## config.mk

```make
export PLATFORM = sky130hd
export DESIGN_NAME = change_dispenser
export DESIGN_NICKNAME = d
export VERILOG_FILES = /design/src/rtl/change_dispenser.sv
export SDC_FILE = /design/constraint.sdc
export NUM_CORES = 1
export LEC_CHECK = 0
export ABC_AREA = 1
export CAP_MARGIN = 15
export CORE_MARGIN = 2
export CORE_UTILIZATION = 50
export DETAILED_ROUTE_END_ITERATION = 7
export GPL_TIMING_DRIVEN = 0
export PLACE_DENSITY = 0.83
export SLEW_MARGIN = 25
export SYNTH_ARGS = -nofsm -noshare
export SYNTH_HDL_FRONTEND = slang
export SYNTH_SLANG_ARGS = --single-unit
```

## constraint.sdc

```tcl
create_clock -name clk -period 3.55 [get_ports clk]
set_clock_uncertainty 0.1 [all_clocks]
set_input_delay 0.71 -clock clk [delete_from_list [all_inputs] [get_ports clk]]
set_output_delay 0.71 -clock clk [all_outputs]
set_load 0.05 [all_outputs]
```

## src/rtl/change_dispenser.sv

```systemverilog
// Change/refund dispenser: latches the amount owed on a refund or release command and
// pays it out greedily (50/20/10 sen) via a 4-phase handshake. Optional macro HOPPER_TIMEOUT_EN.
module change_dispenser #(
    parameter int AMT_W   = 8,
    parameter int TIMEOUT = 255
) (
    input  logic             clk,
    input  logic             rst,
    input  logic             refund,
    input  logic             release_cmd,
    input  logic [AMT_W-1:0] payment,
    input  logic [AMT_W-1:0] price,
    input  logic             hopper_ack,
    output logic [2:0]       coin_req,
    output logic             busy,
    output logic             done,
    output logic             underflow,
    output logic [AMT_W-1:0] remaining,
    output logic             fault
);

    typedef enum logic [1:0] {IDLE = 2'd0, REQ = 2'd1, ACKLOW = 2'd2, DONE = 2'd3} state_t;

    state_t           state_r, state_s;
    logic [AMT_W-1:0] remaining_r, remaining_s;
    logic             underflow_r, underflow_s;
    logic             fault_r, fault_s;
    logic             timeout_s;

    function automatic logic [2:0] greedy_coin(input logic [AMT_W-1:0] amt);
        logic [2:0] c;
        if (amt >= AMT_W'(5)) begin
            c = 3'b100;
        end else if (amt >= AMT_W'(2)) begin
            c = 3'b010;
        end else begin
            c = 3'b001;
        end
        return c;
    endfunction

    function automatic logic [AMT_W-1:0] coin_value(input logic [2:0] c);
        logic [AMT_W-1:0] v;
        case (c)
            3'b100:  v = AMT_W'(5);
            3'b010:  v = AMT_W'(2);
            default: v = AMT_W'(1);
        endcase
        return v;
    endfunction

`ifdef HOPPER_TIMEOUT_EN
    localparam int CNT_W = $clog2(TIMEOUT + 1);
    localparam logic [CNT_W-1:0] TO_LAST = CNT_W'(TIMEOUT - 1);
    logic [CNT_W-1:0] cnt_r;

    assign timeout_s = (cnt_r == TO_LAST);

    // Watchdog: counts cycles spent in one handshake state, cleared on every transition.
    always_ff @(negedge clk or posedge rst) begin
        if (rst) begin
            cnt_r <= {CNT_W{1'b0}};
        end else if (state_s != state_r) begin
            cnt_r <= {CNT_W{1'b0}};
        end else if (state_r == REQ || state_r == ACKLOW) begin
            cnt_r <= cnt_r + CNT_W'(1);
        end else begin
            cnt_r <= {CNT_W{1'b0}};
        end
    end
`else
    logic [31:0] unused_timeout_s;
    assign unused_timeout_s = 32'(TIMEOUT);
    assign timeout_s        = 1'b0;
`endif

    // Next-state and datapath: capture, per-coin decrement, completion and abort.
    always_comb begin
        state_s     = state_r;
        remaining_s = remaining_r;
        underflow_s = 1'b0;
        fault_s     = 1'b0;
        case (state_r)
            IDLE: begin
                if (refund) begin
                    remaining_s = payment;
                    state_s     = (payment == {AMT_W{1'b0}}) ? DONE : REQ;
                end else if (release_cmd) begin
                    if (payment < price) begin
                        remaining_s = {AMT_W{1'b0}};
                        underflow_s = 1'b1;
                        state_s     = DONE;
                    end else begin
                        remaining_s = payment - price;
                        state_s     = (payment == price) ? DONE : REQ;
                    end
                end else begin
                    state_s = IDLE;
                end
            end
            REQ: begin
                if (hopper_ack) begin
                    remaining_s = remaining_r - coin_value(greedy_coin(remaining_r));
                    state_s     = ACKLOW;
                end else if (timeout_s) begin
                    fault_s = 1'b1;
                    state_s = IDLE;
                end else begin
                    state_s = REQ;
                end
            end
            ACKLOW: begin
                if (!hopper_ack) begin
                    state_s = (remaining_r == {AMT_W{1'b0}}) ? DONE : REQ;
                end else if (timeout_s) begin
                    fault_s = 1'b1;
                    state_s = IDLE;
                end else begin
                    state_s = ACKLOW;
                end
            end
            DONE:    state_s = IDLE;
            default: state_s = IDLE;
        endcase
    end

    // State and amount registers, clocked on the falling edge like the control unit.
    always_ff @(negedge clk or posedge rst) begin
        if (rst) begin
            state_r     <= IDLE;
            remaining_r <= {AMT_W{1'b0}};
            underflow_r <= 1'b0;
            fault_r     <= 1'b0;
        end else begin
            state_r     <= state_s;
            remaining_r <= remaining_s;
            underflow_r <= underflow_s;
            fault_r     <= fault_s;
        end
    end

    // Moore output decode from registered state only.
    always_comb begin
        if (state_r == REQ) begin
            coin_req = greedy_coin(remaining_r);
        end else begin
            coin_req = 3'b000;
        end
    end

    assign busy      = (state_r != IDLE);
    assign done      = (state_r == DONE);
    assign underflow = underflow_r;
    assign remaining = remaining_r;
    assign fault     = fault_r;

endmodule

```

==> summary.md <==
| Metric | Value |
|---|---|
| Status | `finished with violations` |
| Failing checks | `negative setup slack` |
| Final wirelength | `approximately 6500 um` |
| Crit end category | `output port` |
| Worst-path clk slew | `0.06 ns` |
| Largest family of logic cells by synthesized area | `simple AND/OR/NAND/NOR gates` |
| Initial antenna violation count | `0` |
| Netlist cell types | `27` |
| Main synth FF type | `dfrtn_1` |
| GPL Wtd Cong | `0.852` |
| Number of port buffers | `34` |
| Mux cell area share after synthesis | `0%` |
| Crit-path slowest cell | `dfrtn_1` |
| Placed Area | `0.00181 sq mm` |
| Seq/Total Area, Yosys | `approximately a fifth` |
| CP Launch Type | `flip-flop` |
| YS warnings | `0` |
| Chip width | `55.3 um` |
| CP startpoint | `remaining[1]$_DFFE_NP0P_` |
| RSZ-0062 raised after global routing | `yes` |
| H-Tree Depth | `1` |
| Crit-path max FO | `4` |
| Pins Over Slew Limit | `0` |
| Count leader, synth | `nand2_1` |
| Crit-path max cell delay | `0.43 ns` |
| Leak | `0.00118 uW` |
| Fin. Hold Viols | `0` |
| FFs w/ async S/R, synth | `100%` |
| Top post-synthesis cells by count | `nand2_1, inv_1, a21oi_1` |
| Drt drc | `0` |
| RR Endpoint | `remaining[6]$_DFFE_NP0P_` |
| Worst Tran Pin Value | `0.511 ns` |
| Synth Area in Compound Gates | `13.1%` |
| 1st-pass router iterations | `4` |
| DR iter-0 viols | `around 170` |
| Critical path arrival | `3.49 ns` |
| Worst setup endpoint | `coin_req[1]` |
| Slew HR | `65.9%` |
| Kind of critical path | `flip-flop to output port` |
| R2R Setup Slk | `approximately 0.64 ns` |
| Cell count after synthesis | `216` |
| PwrDens | `roughly 810 mW/mm^2` |
| # Max-Cap Violations | `0` |
| Final nets | `between 300 and 400` |
| CTS max path bufs | `2` |
| IO Pins | `36` |
| Routed length per instance | `20.8 um` |
| Area Growth Syn to Fin | `76.4%` |
| Total number of vias | `slightly below 2000` |
| Peak VDD IR | `~0.0012 V` |
| Site Rows | `18` |
| Cells along the critical path | `o21ai_0 > nand3_2 > inv_4 > nand2_4 > nor2_4 > buf_6` |
| Remaining antenna violation count | `0` |
| Area of the mapped netlist | `0.00132 sq mm` |
| Largest net degree at the start of global routing | `12` |
| Total chip power | `~1900 uW` |
| N_diodes | `0` |
| Global-route wire length before repair | `between 8000 and 9000 um` |
| Hold buffers post-CTS | `0` |
| Post-Layout Inst Area | `0.00232 sq mm` |
| Area leader, netlist | `dfrtn_1` |
| CORE AREA | `~0.0025 sq mm` |
| Syn Nets | `250` |
| Post-synthesis xor/xnor area fraction | `2.66%` |
| Clock latency on the worst-skew pair | `0.29 ns` |
| Worst setup margin | `-0.747 ns` |
| Initial core utilization | `a little over half` |
| Syn avg cell area | `6.10 sq um` |
| Adder-Cell Fraction of Synth Area | `13.5%` |
| Detail-routed via count per cell | `about 6.3` |
| Top post-synthesis cells by area | `dfrtn_1, nand2_1, inv_1, ha_1, a21oi_1` |
| Die area | `a little over 0.003 sq mm` |
| Grt ovf | `0` |
| CTS tree | `built` |
| EDFF count, synth | `0` |
| Share of cells above drive strength 1 | `44.7%` |
| Worst r2r src | `remaining[4]$_DFFE_NP0P_` |
| Clock Sinks | `11` |
| R2R depth | `17` |
| Die H | `~55 um` |
| Seq cells post-synth | `11` |
| Tightest Hold Check Type | `flip-flop to flip-flop` |
| Final setup viols | `23` |
| CP required | `2.74 ns` |
| Number of global-route vias before repair | `1845` |
| Num CTS Buffers | `3` |
| Synth Area in Simple Gates | `36.8%` |
| Hold WS | `0.509 ns` |
| Synth top area share | `between 20% and 30%` |
| GRT Overall Usage | `34.5%` |
| Clock root buffer | `clkbuf_4` |
| Hpwl dp | `~2600 um` |
-- sequential cells by signal, summed over array words and instances, names as in the netlist --
signal and count:
state_r 2, remaining 8, underflow 1
-- final cells by class --
class                   instances  area (sq um)
flip-flops and latches         11           275
well taps                      30          37.5
multi-input cells             161          1230
inverters                      41           179
clock buffers                   4          26.3
repair buffers                 62           556
fillers                        89           153
plain buffers                   3          25.0
-- cells by family (layout without fill, tap and decap cells) --
kind of cell	count (synthesis)	after routing
xor gates and xnor gates	4	4
AOI/OAI and AO/OA	31	31
other	1	1
buffers and inverters	44	110
DFF	11	11
adders and majority gates	13	13
and+or+nand+nor	112	112
-- metal layers --
metal	global-route usage (%)	part of all wire, %
met5	0	0
met4	19.9	9.4
met3	6.32	11
met2	60.2	47
met1	38.8	33
-- critical path: cells and delay by family (launching register included) --
family          cells  cell delay (ns)
buf+inv             2             0.29
flops               1             0.43
simple gates        3             0.35
compound gates      1             0.35
-- through the flow --
stage | utilization, % | setup slack (ns) | std cells | setup TNS (ns)
after floorplan | - | -0.642 | 216 | -4.31
after global placement | 73.1 | -1.20 | 280 | -16.87
after global routing | 93.8 | -0.774 | 312 | -6.62
after CTS | 87.6 | -0.604 | 305 | -4.23
after detailed placement | 73.1 | -1.21 | 280 | -17.11
final | 93.8 | -0.747 | 312 | -6.15
-- layout by cell type, fill, tap and decap left out, drive strengths merged --
| master | synthesis | final |
|---|---|---|
| clkbuf | 2 | 7 |
| o31ai | 1 | 1 |
| conb | 1 | 1 |
| or2 | 1 | 1 |
| fa | 2 | 2 |
| clkdlybuf4s50 | 0 | 3 |
| nand4 | 3 | 3 |
| dfrtn | 11 | 11 |
| buf | 1 | 51 |
| nand3b | 5 | 5 |
| o21bai | 1 | 1 |
| xnor2 | 1 | 1 |
| ha | 11 | 11 |
| nand3 | 12 | 12 |
| xor2 | 3 | 3 |
| a31oi | 1 | 1 |
| clkdlybuf4s15 | 0 | 4 |
| nor4 | 2 | 2 |
| inv | 41 | 41 |
| nand2 | 68 | 68 |
| nor3 | 4 | 4 |
| a21oi | 16 | 16 |
| o21ai | 12 | 12 |
| nor2 | 17 | 17 |
| dlygate4sd2 | 0 | 4 |
-- worst min path at each step --
stage	endpoint	start	slack, ns	cells after the start
final	remaining[4]$_DFFE_NP0P_	remaining[4]$_DFFE_NP0P_	0.51	2
after global routing	remaining[4]$_DFFE_NP0P_	remaining[4]$_DFFE_NP0P_	0.53	2
after CTS	remaining[2]$_DFFE_NP0P_	remaining[2]$_DFFE_NP0P_	0.45	2
after detailed placement	remaining[2]$_DFFE_NP0P_	remaining[2]$_DFFE_NP0P_	0.43	2
after global placement	remaining[7]$_DFFE_NP0P_	remaining[7]$_DFFE_NP0P_	0.43	2
after floorplan	state_r[1]$_DFF_NP0_	state_r[0]$_DFF_NP0_	0.50	3
-- what timing repair did --
action                     4_1_cts  5_1_grt
setup endpoints to repair       24       22
setup buffers                   21        9
pin swaps                       26       16
resized for setup              186       37
-- report_power, final --
group          switching [uW]  leakage (uW)  total (uW)  internal [uW]
Combinational             942       0.00102        1500            559
Clock                    49.8     0.0000150        93.5           43.7
Sequential                102      0.000136         292            190
Total                    1090       0.00118        1890            792
Power figures use the tool's default switching activity.
